<file path="src/rtl/shift_add_multiplier.sv">
// Sequential unsigned shift-add multiplier: one partial-product step per clock,
// WIDTH steps per product, Run/Ready handshake matching the shift-subtract divider.
module shift_add_multiplier #(
    parameter int WIDTH = 32
) (
    input  logic                 clk,
    input  logic                 Reset,
    input  logic                 Run,
    input  logic [WIDTH-1:0]     Multiplicand,
    input  logic [WIDTH-1:0]     Multiplier,
    output logic [2*WIDTH-1:0]   Product,
    output logic                 Ready,
    output logic                 Busy
);

    localparam int CW = $clog2(WIDTH + 1);
    localparam logic [CW-1:0] LAST_ITER = CW'(WIDTH - 1);

    typedef enum logic [1:0] {
        IDLE = 2'd0,
        CALC = 2'd1,
        DONE = 2'd2
    } state_t;

    state_t              state_q;
    logic [WIDTH-1:0]    mcand_q;
    logic [2*WIDTH-1:0]  prod_q;
    logic [CW-1:0]       cnt_q;
    logic                ready_q;
    logic                busy_q;
    logic [WIDTH:0]      sum_d;
    logic [2*WIDTH-1:0]  prod_d;

    // Handshake: Run is sampled only in IDLE and DONE. A start in IDLE raises
    // Busy on the next edge; Ready rises WIDTH edges later and stays high (with
    // Product stable) until Run is seen low in DONE, which returns to IDLE.
    // Holding Run high through DONE never retriggers a new operation.

    // Carry out of the upper-half add lands in sum_d[WIDTH] and becomes the new MSB.
    always_comb begin
        sum_d  = {1'b0, prod_q[2*WIDTH-1:WIDTH]} + (prod_q[0] ? {1'b0, mcand_q} : '0);
        prod_d = {sum_d, prod_q[WIDTH-1:1]};
    end

    always_ff @(posedge clk) begin
        if (Reset) begin
            state_q <= IDLE;
            mcand_q <= '0;
            prod_q  <= '0;
            cnt_q   <= '0;
            ready_q <= 1'b0;
            busy_q  <= 1'b0;
        end else begin
            case (state_q)
                IDLE: begin
                    if (Run) begin
                        mcand_q <= Multiplicand;
                        prod_q  <= {{WIDTH{1'b0}}, Multiplier};
                        cnt_q   <= '0;
                        busy_q  <= 1'b1;
                        state_q <= CALC;
                    end
                end
                CALC: begin
                    prod_q <= prod_d;
                    cnt_q  <= cnt_q + 1'b1;
                    if (cnt_q == LAST_ITER) begin
                        busy_q  <= 1'b0;
                        ready_q <= 1'b1;
                        state_q <= DONE;
                    end
                end
                DONE: begin
                    if (!Run) begin
                        ready_q <= 1'b0;
                        state_q <= IDLE;
                    end
                end
                default: begin
                    ready_q <= 1'b0;
                    busy_q  <= 1'b0;
                    state_q <= IDLE;
                end
            endcase
        end
    end

    assign Product = prod_q;
    assign Ready   = ready_q;
    assign Busy    = busy_q;

endmodule
</file>
<file path="config.mk">
export PLATFORM = sky130hd
export DESIGN_NAME = shift_add_multiplier
export DESIGN_NICKNAME = d
export VERILOG_FILES = /design/src/rtl/shift_add_multiplier.sv
export SDC_FILE = /design/constraint.sdc
export NUM_CORES = 1
export LEC_CHECK = 0
export ABC_CLOCK_PERIOD_IN_PS = 3600
export CAP_MARGIN = 15
export CORE_ASPECT_RATIO = 0.7
export CORE_MARGIN = 2
export CORE_UTILIZATION = 51
export CTS_CLUSTER_DIAMETER = 200
export CTS_CLUSTER_SIZE = 30
export DETAILED_ROUTE_END_ITERATION = 16
export PLACE_DENSITY = 0.81
export SLEW_MARGIN = 20
export SYNTH_ARGS = -nofsm -noshare
export SYNTH_HDL_FRONTEND = slang
export SYNTH_SLANG_ARGS = --single-unit
</file>
<file path="constraint.sdc">
create_clock -name clk -period 3.6 [get_ports clk]
set_input_delay 0.9 -clock clk [delete_from_list [all_inputs] [get_ports clk]]
set_output_delay 0.9 -clock clk [all_outputs]
set_load 0.05 [all_outputs]
</file>
==> results of run 1 <==
[placed cells by master, fill, tap and decap left out, types with 16 or more instances in the layout]
master / netlist / layout
sky130_fd_sc_hd__o21ai_0: 21 / 21
sky130_fd_sc_hd__nor2_1: 136 / 134
sky130_fd_sc_hd__clkdlybuf4s50_1: 0 / 131
sky130_fd_sc_hd__and2_1: 31 / 31
sky130_fd_sc_hd__nand2_1: 90 / 90
sky130_fd_sc_hd__a22o_1: 17 / 17
sky130_fd_sc_hd__nor4_1: 33 / 33
sky130_fd_sc_hd__ha_1: 33 / 33
sky130_fd_sc_hd__a21o_1: 16 / 16
sky130_fd_sc_hd__xnor2_1: 16 / 16
sky130_fd_sc_hd__a21oi_1: 75 / 75
sky130_fd_sc_hd__dfxtp_1: 106 / 106
[power by group through the flow]
| stage | Clock (mW) | Combinational, mW | Sequential (mW) |
|---|---|---|---|
| 4_1_cts | 1.04 | 0.568 | 1.28 |
| 5_1_grt | 1.09 | 0.611 | 1.29 |
| 3_5_place_dp | 0 | 0.566 | 1.31 |
| 3_3_place_gp | 0 | 0.554 | 1.31 |
| 6_report | 1.02 | 0.566 | 1.29 |
| 2_1_floorplan | 0 | 0.206 | 1.44 |
[state kept, by name, summed over array words and instances (netlist names)]
| register | count |
|---|---|
| Busy | 1 |
| state_q | 2 |
| cnt_q | 6 |
| Product | 64 |
| mcand_q | 32 |
| Ready | 1 |
[final timing paths]
kind / startpoint / to / slack [ns] / depth (start not counted)
worst max-delay path: Product[0] / Product[56] / 0.41 / 13
worst min-delay path: mcand_q[25] / mcand_q[25] / 0.45 / 2
worst max register to register: Product[0] / Product[56] / 0.41 / 13
worst min register to register: mcand_q[25] / mcand_q[25] / 0.45 / 2
[layout make-up]
class | count | share of cell area (%)
timing repair buffer | 142 | 18.8
inverter | 10 | 0.503
multi-input combinational | 576 | 45.5
tap | 153 | 2.57
clock inverter | 6 | 0.939
clock buffer | 10 | 3.20
sequential | 106 | 28.4
[through the flow]
step	std cells	hold WS [ns]	total power [mW]
after floorplan	739	0.432	1.65
final	1003	0.453	2.87
after CTS	1003	0.455	2.90
after detailed placement	987	0.444	1.88
after global placement	987	0.440	1.86
after global routing	1003	0.476	3.00
[layer usage]
layer	track usage, %	wire length (µm)	up-vias
met2	41.3	6900	169
met4	2.39	29	0
li1	-	-	2791
met1	38.2	7700	2675
met3	8.38	1250	6
met5	0	0	-
[logic make-up after synthesis]
| group | Yosys count |
|---|---|
| AOI/OAI and AO/OA | 177 |
| xor gates and xnor gates | 26 |
| adders and majority gates | 34 |
| buffers and inverters | 57 |
| DFF | 106 |
| muxes | 2 |
| and+or+nand+nor | 337 |
[worst max-delay path, delay by kind of cell (launching register included)]
kind / cells / cell delay, ns
compound gates: 7 / 1.78
xor+xnor: 1 / 0.11
fa+ha+maj: 1 / 0.23
buf+inv: 2 / 0.37
flops: 1 / 0.36
simple gates: 2 / 0.24
==> metrics list, run 1 <==
- The flow ran to the end, and the final reports show no timing, DRC or antenna violations.
- Clock net sink count: between 100 and 150
* Pwr/cell area: roughly 390 nW/µm²
- Total length of routed wires: between 15 and 20 mm
- Biggest cell delay along the critical path: about 0.44 ns
- Clk network pwr share: a little over a third
- The Yosys step of the flow raised 0 warnings.
- The initial utilization of the core area, before any placement, comes to 52.1%.
* Detail Placement HPWL: between 10 and 15 mm
* TritonCTS Buffers: 9
* Portion of synthesized cell area occupied by the leading cell type: between 30% and 40%
* Total nets after synthesis: 840
- List of most frequent post-synthesis cells: sky130_fd_sc_hd__nor2_1, sky130_fd_sc_hd__dfxtp_1, sky130_fd_sc_hd__nand2_1
- The number of antenna violations at the first check in global routing is 0.
- After detailed routing, the average wire length per cell comes to about 16 µm.
- Most frequent cell after synthesis: sky130_fd_sc_hd__nor2_1
- In the final layout, the multi-input gates occupy 3400 µm².
* Cell variety after synth: 54
- Worst setup EP type: flop
- Final instance area: between 7000 and 8000 µm²
- Once layout is complete, the utilization of the core stands at between 60% and 70%.
- Of the total power, combinational logic draws approximately a fifth.
- The slowest stage of the critical path belongs to the cell sky130_fd_sc_hd__a311o_1.
- Number of nets in the layout: 946
* Switching power: ~0.85 mW
- The area growth from synthesis to layout is 30.5%.
* Hold violation total from the final report: 0
* Achievable frequency: 314 MHz
- Summing the areas of all compound-gate instances in the mapped netlist gives approximately 20% of the synthesized area.
- Along the worst path, the maximum fanout reaches 31.
* Cells along the critical path: buf_4 > nand2_1 > inv_1 > ha_1 > a21oi_1 > nor2b_1 > a311o_1 > a41o_1 > a31oi_4 > o21ai_1 > a31oi_1 > xnor2_1 > a22o_1
- The floorplan step defined a die boundary enclosing 12100 µm².
* Area inside the core boundary: 11000 µm²
* Overall die width: between 100 and 150 µm
* Total global routing overflow: 0
* Share of cells above drive strength 1: roughly 4.7%
- The average instance in the mapped netlist occupies slightly below 8 µm².
- Simple logic cell fraction of the synthesized area: a little over a quarter
- Relative contribution of sequential cells to total power: ~45%
- The congestion estimate from routability-driven global placement came to about 0.9.
* Max-slew headroom at the worst pin: 36.2%
- Pin count of the biggest net entering global routing: between 40 and 50
* First-pass iteration count of the detailed router: 4
- Post-synth EDFFs: 0
* Max-cap viol count: 0
- 0 antenna diodes ended up in the layout.
- Final Max Tran Viols: 0
* Placement-stage worst setup slack: 0.330 ns
- Proportion of register bits with asynchronous set or reset after synthesis: 0%
- Via total after detailed routing: around 5600
* Class of the most critical hold timing path: flop to flop
- Fraction of the yosys area taken by sequential cells: between 30% and 40%
- Switching Fraction: 29.7%
- The later pin in the worst-skew pair is clocked with a latency of roughly 0.35 ns.
- Main synth FF type: sky130_fd_sc_hd__dfxtp_1
- For this design the top-level I/O count stands at roughly 130.
* Multiplexer share of the synthesized area: less than 1%
- Setup repair after global routing missed its margin: false
- In the global route stage, overall resource usage came out at between 20% and 30%.
- Clock slew at reported path FFs: 0.08 ns
- In this run the core area contains 32 standard-cell rows.
- Final worst clock skew: around 0.013 ns
* Number of nets with antenna violations after detailed routing: 0
- Sum of negative setup slack: 0 ns
- The detailed router finished its first iteration with 366 violations.
- Summing the areas of all xor and xnor instances in the mapped netlist gives 3.98% of the synthesized area.
- Setup repair bufs after CTS: 0
* Final routed DRC violation total: 0
- Data arrives at the worst endpoint at ~3.4 ns.
- Minimum setup slack in the final design: roughly 0.41 ns
- Sorting the synthesized cells by area gives the leading types as sky130_fd_sc_hd__dfxtp_1, sky130_fd_sc_hd__nor2_1, sky130_fd_sc_hd__ha_1.
* Cell-internal power: 2.02 mW
- Endpoint required time on the critical path: between 3 and 4 ns
- Startpoint class of the critical path: flop
* CTS Root Buffer Type: sky130_fd_sc_hd__clkbuf_16
- From bottom edge to top edge, the die measures 92.6 µm.
- Leak Pwr: roughly 3.2 nW
- Registers take around 2100 µm².
- Once placement finished, the instance area stood at around 7100 µm².
- Final cycle utilization of the critical path: between 80% and 90%
- The number of global-route vias before repair is about 5300.
* Final worst path period need: 3.19 ns
- Category of the most critical setup path: flop to flop
- Worst-case clock buffer depth: 2
* Wire length of the first global-routing pass: 26.2 mm
- The worst-case IR drop observed on VDD is around 0.29 mV.
- Setup violations remaining at the end of the flow were counted as 0.
- Cell type contributing the most total cell area after synthesis: sky130_fd_sc_hd__dfxtp_1
* Gate count after technology mapping: between 700 and 800
* Adder-Cell Fraction of Synth Area: approximately 7.6%
* Htree depth: 3
* Synthesized cell area: ~5700 µm²
- CTS tree: yes
- In this run, synthesis produced a sequential element count of ~110.
- Buffers placed on the I/O ports in this run total approximately 130.
* Worst-margin pin slew: 0.957 ns
- FILL cells: roughly 900
* Largest family of logic cells by synthesized area: simple AND/OR/NAND/NOR gates
- Hold repair after CTS inserted 0 buffers.
- Resized cells post-CTS: 0
- Number of vias per cell after detailed routing: between 5 and 6
(Power assumes the default switching activity.)
==> run 2: changes to the inputs <==
--- a/config.mk
+++ b/config.mk
@@ -13,7 +13,7 @@
 export CTS_CLUSTER_DIAMETER = 200
 export CTS_CLUSTER_SIZE = 30
 export DETAILED_ROUTE_END_ITERATION = 16
-export PLACE_DENSITY = 0.81
+export PLACE_DENSITY = 0.93
 export SLEW_MARGIN = 20
 export SYNTH_ARGS = -nofsm -noshare
 export SYNTH_HDL_FRONTEND = slang
==> constraint.sdc (replaced) <==
create_clock -name clk -period 3.6 [get_ports clk]
set_input_delay 0.9 -clock clk [delete_from_list [all_inputs] [get_ports clk]]
set_output_delay 0.9 -clock clk [all_outputs]
set_load 0.1 [all_outputs]
==> run 2 against run 1 <==
  * Combinational power is 24% higher
  * First-iteration DRC count rose by 19%
  * Clock skew fell by 0.00094 ns
  * Flip-flop and latch count unchanged
  * Final area down 2.0%
  * Cell count about the same
==> metrics list, run 2 (synthesis gave the netlist of run 1 again) <==
* Vias in the first global route: 5322 (+0.78%)
- The initial standard-cell utilization of the core came to 52.1% (unchanged).
* Outcome: finished, final reports clean
* Final cycle utilization of the critical path: 85.8% (-2.7 points)
- Final weighted congestion of routability-driven global placement: 0.978 (+6.0%)
- The remaining max-slew budget at the tightest pin is 35.2% (-0.99 points).
- Hold_buf cts: 0 (unchanged)
- The max-cap violation count was 0 (unchanged).
* Number of nets in the layout: 947 (+0.11%)
- The cell area reported after detailed placement is 6990 µm² (-2.2%).
- Clock slew at reported path FFs: 0.08 ns (about the same)
- The worst register-to-register path ends at Product[57].
* I/O pin cnt: 133 (unchanged)
- The arrival time of the worst setup path was 3.34 ns (-0.09 ns).
* Clock net sink count: 106 (unchanged)
* Switching Fraction: 34.1% (+4.5 points)
* Violation count after the first detailed-route iteration: 436 (+19%)
- The global router's overall resource usage is 26.1% (-0.71 points).
- The worst hold path belongs to the class flop to flop.
- The number of buffers inserted by post-CTS setup repair was 0 (unchanged).
* Htree depth: 3 (unchanged)
- The largest net degree at the start of global routing came to 81 (+72%).
- The placeable core region was 11000 µm² (unchanged).
- The number of failing setup endpoints in the final timing report is 0 (unchanged).
* TritonCTS Buffers: 9 (unchanged)
- Worst-case clock buffer depth: 2 (unchanged)
- Launching point of the worst reg2reg path: Product[0]
* Count of buffers inserted at the top-level ports: 132 (unchanged)
- The global-route wire length before repair came to 25.4 mm (-2.9%).
* Worst setup EP type: flop
* Share of cells above drive strength 1: 12.1% (+7.4 points)
* End-of-flow core utilization: 66.6% (-1.4 points)
* Endpoint required time on the critical path: 3.85 ns (about the same)
* Leak Pwr: 3.26 nW (+3.4%)
- The clock skew was 0.0117 ns (-0.000939 ns).
- The worst-skew pair later-pin latency was 0.35 ns (about the same).
* Cell-internal power: 2.00 mW (-1.1%)
- The routed wire length came to 15.6 mm (-1.9%).
- The power share of the clock group is 34.6% (-1.0 points).
* Minimum setup slack in the final design: 0.512 ns (+0.0973 ns)
- CTS Root Buffer Type: sky130_fd_sc_hd__clkbuf_16
* Resized cells post-CTS: 0 (unchanged)
- The aggregate negative setup slack was 0 ns (unchanged).
* Final Max Tran Viols: 0 (unchanged)
- The post-placement setup slack was 0.585 ns (+0.255 ns).
* Relative contribution of sequential cells to total power: 42.4% (-2.3 points)
- Setup slack, reg-to-reg: 0.51 ns (+0.10 ns)
- Count of antenna diodes in the layout: 0 (unchanged)
- The maximum fanout along the worst path was 19 (-39%).
* Post-layout power: 3.04 mW (+5.6%)
- Final worst path period need: 3.09 ns (-0.0973 ns)
* Category of the most critical setup path: flop to flop
- The reported net switching power came to 1.04 mW (+22%).
* Startpoint of the worst hold path: mcand_q[25]
* Number of nets with antenna violations after detailed routing: 0 (unchanged)
- The number of antenna violations at the first check in global routing came to 0 (unchanged).
- Setup repair after global routing missed its margin: false
* First-pass iteration count of the detailed router: 5 (+1)
- Relative contribution of combinational cells to total power: 23.0% (+3.3 points)
- Hold violation total from the final report: 0 (unchanged)
* Most common cell after layout, fill and taps aside: sky130_fd_sc_hd__nor2_1
* Final routed DRC violation total: 0 (unchanged)
- The total number of vias came to 5707 (+1.2%).
- Total global routing overflow: 0 (unchanged)
- Pwr/cell area: 415 nW/µm² (+7.8%)
- Die height: 92.6 µm (unchanged)
- Worst-margin pin slew: 0.969 ns (+0.0118 ns)
- Synth-to-layout area growth: 27.9%
* Worst Hold End: mcand_q[25]
* Startpoint class of the critical path: flop
- Worst vdd rail ir drop: 0.333 mV (+14%)
- Overall die width: 131 µm (unchanged)
* Die ar.: 12100 µm² (unchanged)
- The half-perimeter wire length after detailed placement came to 11.1 mm (-3.9%).
- Highest-count cells in the layout ignoring fill and taps: sky130_fd_sc_hd__nor2_1, sky130_fd_sc_hd__dfxtp_1, sky130_fd_sc_hd__nand2_1
* Achievable frequency: 324 MHz (+3.2%)
- The via density per instance came to 5.68 (+1.1%).
- TritonCTS built the clock tree.
- The average wire per cell in the routed design was 15.5 µm (-2.0%).
- The number of cells on the worst reg-to-reg path came to 10 (-3).
- The row count came to 32 (unchanged).
- Hold depth: 2 (unchanged)
* Max reg flops: 64 (unchanged)
* Final instance area: 7310 µm² (-2.0%)
-- run 2: cell type report --
class	instances	area (µm²)
well taps	153	191
clock inverters	7	96.3
repair buffers	143	1250
fillers	925	3660
multi-input cells	576	3390
flip-flops and latches	106	2120
clock buffers	9	225
inverters	10	37.5
-- run 2: metal layers --
| metal | global-route usage (%) | share of wire, % | vias to the layer above |
|---|---|---|---|
| li1 | - | - | 2789 |
| met1 | 36.3 | 45 | 2628 |
| met2 | 40.0 | 44 | 271 |
| met3 | 7.74 | 10 | 19 |
| met4 | 5.59 | 1.1 | 0 |
| met5 | 0 | 0 | - |
-- run 2: worst max path at each step --
stage                     startpoint          end  slack, ns  cells past startpoint
after detailed placement  Product[0]  Product[57]       0.58                     10
final                     Product[0]  Product[57]       0.51                     10
after CTS                 Product[0]  Product[57]       0.57                     10
after global routing      Product[0]  Product[57]       0.33                     12
after floorplan           Product[0]  Product[57]        0.1                     11
after global placement    Product[0]  Product[57]       0.66                     10
-- run 2: power by group through the flow --
stage / Sequential, mW / Clock (mW) / Combinational (mW)
2_1_floorplan: 1.59 / 0 / 0.206
3_3_place_gp: 1.31 / 0 / 0.691
3_5_place_dp: 1.31 / 0 / 0.699
4_1_cts: 1.29 / 1.06 / 0.701
5_1_grt: 1.30 / 1.11 / 0.746
6_report: 1.29 / 1.05 / 0.700
-- run 2: critical path, stage by stage (launching register included) --
cell	delay [ns]
sky130_fd_sc_hd__dfxtp_1	0.32
sky130_fd_sc_hd__buf_4	0.19
sky130_fd_sc_hd__and2_1	0.17
sky130_fd_sc_hd__ha_1	0.38
sky130_fd_sc_hd__a2111o_1	0.48
sky130_fd_sc_hd__o211ai_2	0.28
sky130_fd_sc_hd__o21bai_2	0.15
sky130_fd_sc_hd__a211oi_2	0.43
sky130_fd_sc_hd__o221ai_1	0.20
sky130_fd_sc_hd__xor2_1	0.17
sky130_fd_sc_hd__a22o_1	0.19
-- run 2: metrics by stage --
stage          hold WS [ns]  cells
2_1_floorplan         0.432    739
3_3_place_gp          0.439    988
3_5_place_dp          0.444    988
4_1_cts               0.454   1004
5_1_grt               0.472   1004
6_report              0.452   1004
==> run 3: changes to the inputs <==
--- a/config.mk
+++ b/config.mk
@@ -11,9 +11,10 @@
 export CORE_MARGIN = 2
 export CORE_UTILIZATION = 51
 export CTS_CLUSTER_DIAMETER = 200
-export CTS_CLUSTER_SIZE = 30
+export CTS_CLUSTER_SIZE = 8
 export DETAILED_ROUTE_END_ITERATION = 16
 export PLACE_DENSITY = 0.93
+export RECOVER_POWER = 25
 export SLEW_MARGIN = 20
 export SYNTH_ARGS = -nofsm -noshare
 export SYNTH_HDL_FRONTEND = slang
==> run 3 against run 2 <==
  * The run now ends with capacitance limit, slew limit left
  * Clock power hardly changed
  * Die area stayed put
  * Sequential power hardly changed
  * Routed wire length is 0.42% higher
  * Cell count stayed put
  * Highest routed layer unchanged
==> metrics list, run 3 (synthesis gave the netlist of run 1 again) <==
- Worst Hold End: mcand_q[22]
- The worst setup path is captured at a flop.
- Violated checks: capacitance limit, slew limit
- The H-tree level count came to 3 (unchanged).
- Max reg flops: 64 (unchanged)
- Most common cell after layout, fill and taps aside: sky130_fd_sc_hd__nor2_1
- The remaining routing DRC violations was 0 (unchanged).
- Overall die width: 131 µm (unchanged)
- Die ar.: 12100 µm² (unchanged)
* Final Max Tran Viols: 118 (+118)
- The floorplan die height came to 92.6 µm (unchanged).
- The routed wire length is 15.6 mm (+0.42%).
- Worst R2R Path Depth: 13 (+3)
- Site row count: 32 (unchanged)
* CTS tree: yes
- Count of buffers inserted at the top-level ports: 132 (unchanged)
* Clock net sink count: 106 (unchanged)
* Smallest hold slack: 0.451 ns (-0.00120 ns)
- Cells along the critical path: dlygate4sd3_1 > nor2_1 > nor2_2 > clkbuf_1 > o21ai_0 > a21oi_1 > nor2_1
* Pin count of the biggest net entering global routing: 81 (unchanged)
- Resized cells post-CTS: 0 (unchanged)
- The maximum achievable frequency was 320 MHz (-1.1%).
- The number of buffers inserted by post-CTS setup repair was 0 (unchanged).
* Number of nets with antenna violations after detailed routing: 0 (unchanged)
- Hold violation total from the final report: 0 (unchanged)
- Leak Pwr: 3.11 nW (-4.7%)
- The startpoint identified for the worst register-to-register timing path is Product[0].
- Clock slew at reported path FFs: 0.08 ns (about the same)
* Hold depth: 2 (unchanged)
- Number of vias per cell after detailed routing: 5.66 (-0.51%)
- Number of antenna violations at the first check in global routing: 0 (unchanged)
- Starting Density: 52.1% (unchanged)
- Hold_buf cts: 0 (unchanged)
* Most frequent cell on the critical path: sky130_fd_sc_hd__nor2_1
- The number of buffers created by CTS came to 9 (unchanged).
- Arr. time, crit path: 3.31 ns (-0.03 ns)
- The flow ran to the end, but the final reports show violations.
- Wire length of the first global-routing pass: 25.4 mm (unchanged)
- In this run the worst hold path is classified as flop to flop.
- Library cell contributing the largest single delay on the critical path: sky130_fd_sc_hd__clkbuf_1
- Worst-margin pin slew: 1.61 ns (+0.643 ns)
- The maximum fanout along the worst path was 36 (+17).
- The placeable core region is 11000 µm² (unchanged).
* Count of antenna diodes in the layout: 0 (unchanged)
- The violation count after the first detailed-route iteration is 396 (-9.2%).
- The power per cell area is 421 nW/µm² (+1.4%).
- Final worst clock skew: 0.0115 ns (-0.000271 ns)
* Endpoint required time on the critical path: 3.79 ns (-0.06 ns)
* Detail Placement HPWL: 11.1 mm (unchanged)
- The number of failing setup endpoints in the final timing report came to 0 (unchanged).
- The aggregate negative setup slack was 0 ns (unchanged).
- The post-placement setup slack was 0.585 ns (unchanged).
- The maximum VDD drop is 0.330 mV (-0.82%).
- The library cells used most frequently in the layout, excluding fill and tap cells, are sky130_fd_sc_hd__nor2_1, sky130_fd_sc_hd__dfxtp_1, sky130_fd_sc_hd__nand2_1.
- The share of post-route cells with drive strength above 1 was 7.64% (-4.5 points).
* Final cycle utilization of the critical path: 86.7% (+0.97 points)
* Synth-to-layout area growth: 25.4%
- Max-cap viol count: 2 (+2)
* R2r endpoint: Product[62]
* Total global routing overflow: 0 (unchanged)
- The final worst slack was 0.477 ns (-0.0348 ns).
- The worst-skew pair later-pin latency is 0.35 ns (about the same).
- The startpoint identified for the worst hold timing path is mcand_q[22].
* Startpoint class of the critical path: input port
- The total number of vias is 5678 (-0.51%).
- I/O pin cnt: 133 (unchanged)
* Number of nets in the layout: 947 (unchanged)
* Setup repair after global routing missed its margin: false
* Vias in the first global route: 5322 (unchanged)
* Total GRT Usage: 26.1% (unchanged)
* CTS Root Buffer Type: sky130_fd_sc_hd__clkbuf_16
* Setup slack, reg-to-reg: 0.50 ns (about the same)
- The final weighted congestion of routability-driven global placement was 0.978 (unchanged).
- The average wire per cell in the routed design came to 15.6 µm (+0.42%).
* Final worst path period need: 3.12 ns (+0.0348 ns)
* Worst-case clock buffer depth: 2 (unchanged)
- The number of iterations in the first detailed-routing pass is 5 (unchanged).
- The remaining max-slew budget at the tightest pin came to -7.45% (-43 points).
- By startpoint and endpoint, the worst setup path is classified as input port to flop.
* Biggest cell delay along the critical path: 1.15 ns (+0.67 ns)
-- run 3: cell types whose count changed in the layout (fill, tap and decap cells not counted) --
cell,delta
sky130_fd_sc_hd__or2_0,+1
sky130_fd_sc_hd__clkdlybuf4s50_1,-1
sky130_fd_sc_hd__buf_4,-37
sky130_fd_sc_hd__clkbuf_1,+37
sky130_fd_sc_hd__clkbuf_2,+1
sky130_fd_sc_hd__dlygate4sd3_1,+1
sky130_fd_sc_hd__or2_2,-1
sky130_fd_sc_hd__buf_2,-1
-- run 3: metrics by stage --
stage / utilization [%] / power [mW] / instances / cell area, µm²
2_1_floorplan: - / 1.80 / 739 / 5720
3_3_place_gp: 63.7 / 2.00 / 988 / 6990
3_5_place_dp: 63.7 / 2.01 / 988 / 6990
4_1_cts: 66.6 / 3.04 / 1004 / 7310
5_1_grt: 65.4 / 3.13 / 1004 / 7170
6_report: 65.4 / 3.02 / 1004 / 7170
-- run 3: layer usage --
metal,GRT usage (%),part of all wire (%)
met1,36.3,45
met2,40.0,44
met3,7.74,9.8
met4,5.59,0.99
met5,0,0
-- run 3: worst max-delay path: cells and delay by family --
family,cells,cell delay (ns)
AOI/OAI and AO/OA,2,0.45
buffers and inverters,2,1.72
and+or+nand+nor,3,0.22
-- run 3: worst max-delay path by stage --
| stage | startpoint | endpoint | slack [ns] |
|---|---|---|---|
| finish | Run | cnt_q[2] | 0.48 |
| floorplan | Product[0] | Product[57] | 0.1 |
| CTS | Product[0] | Product[57] | 0.57 |
| detailed placement | Product[0] | Product[57] | 0.58 |
| global placement | Product[0] | Product[57] | 0.66 |
| global route | Run | cnt_q[2] | 0.19 |
-- run 3: cell type report --
| cell class | count | area, µm² |
|---|---|---|
| clock buffer | 9 | 225 |
| clock inverter | 7 | 96.3 |
| fill | 958 | 3800 |
| inverter | 10 | 37.5 |
| multi-input combinational | 576 | 3390 |
| sequential | 106 | 2120 |
| tap | 153 | 191 |
| timing repair buffer | 143 | 1110 |
-- run 3: where the power goes --
group          switching (mW)  total [mW]  internal, mW
Sequential             0.0481        1.29          1.24
Combinational           0.498       0.682         0.184
Clock                   0.493        1.05         0.559
Total                    1.04        3.02          1.98
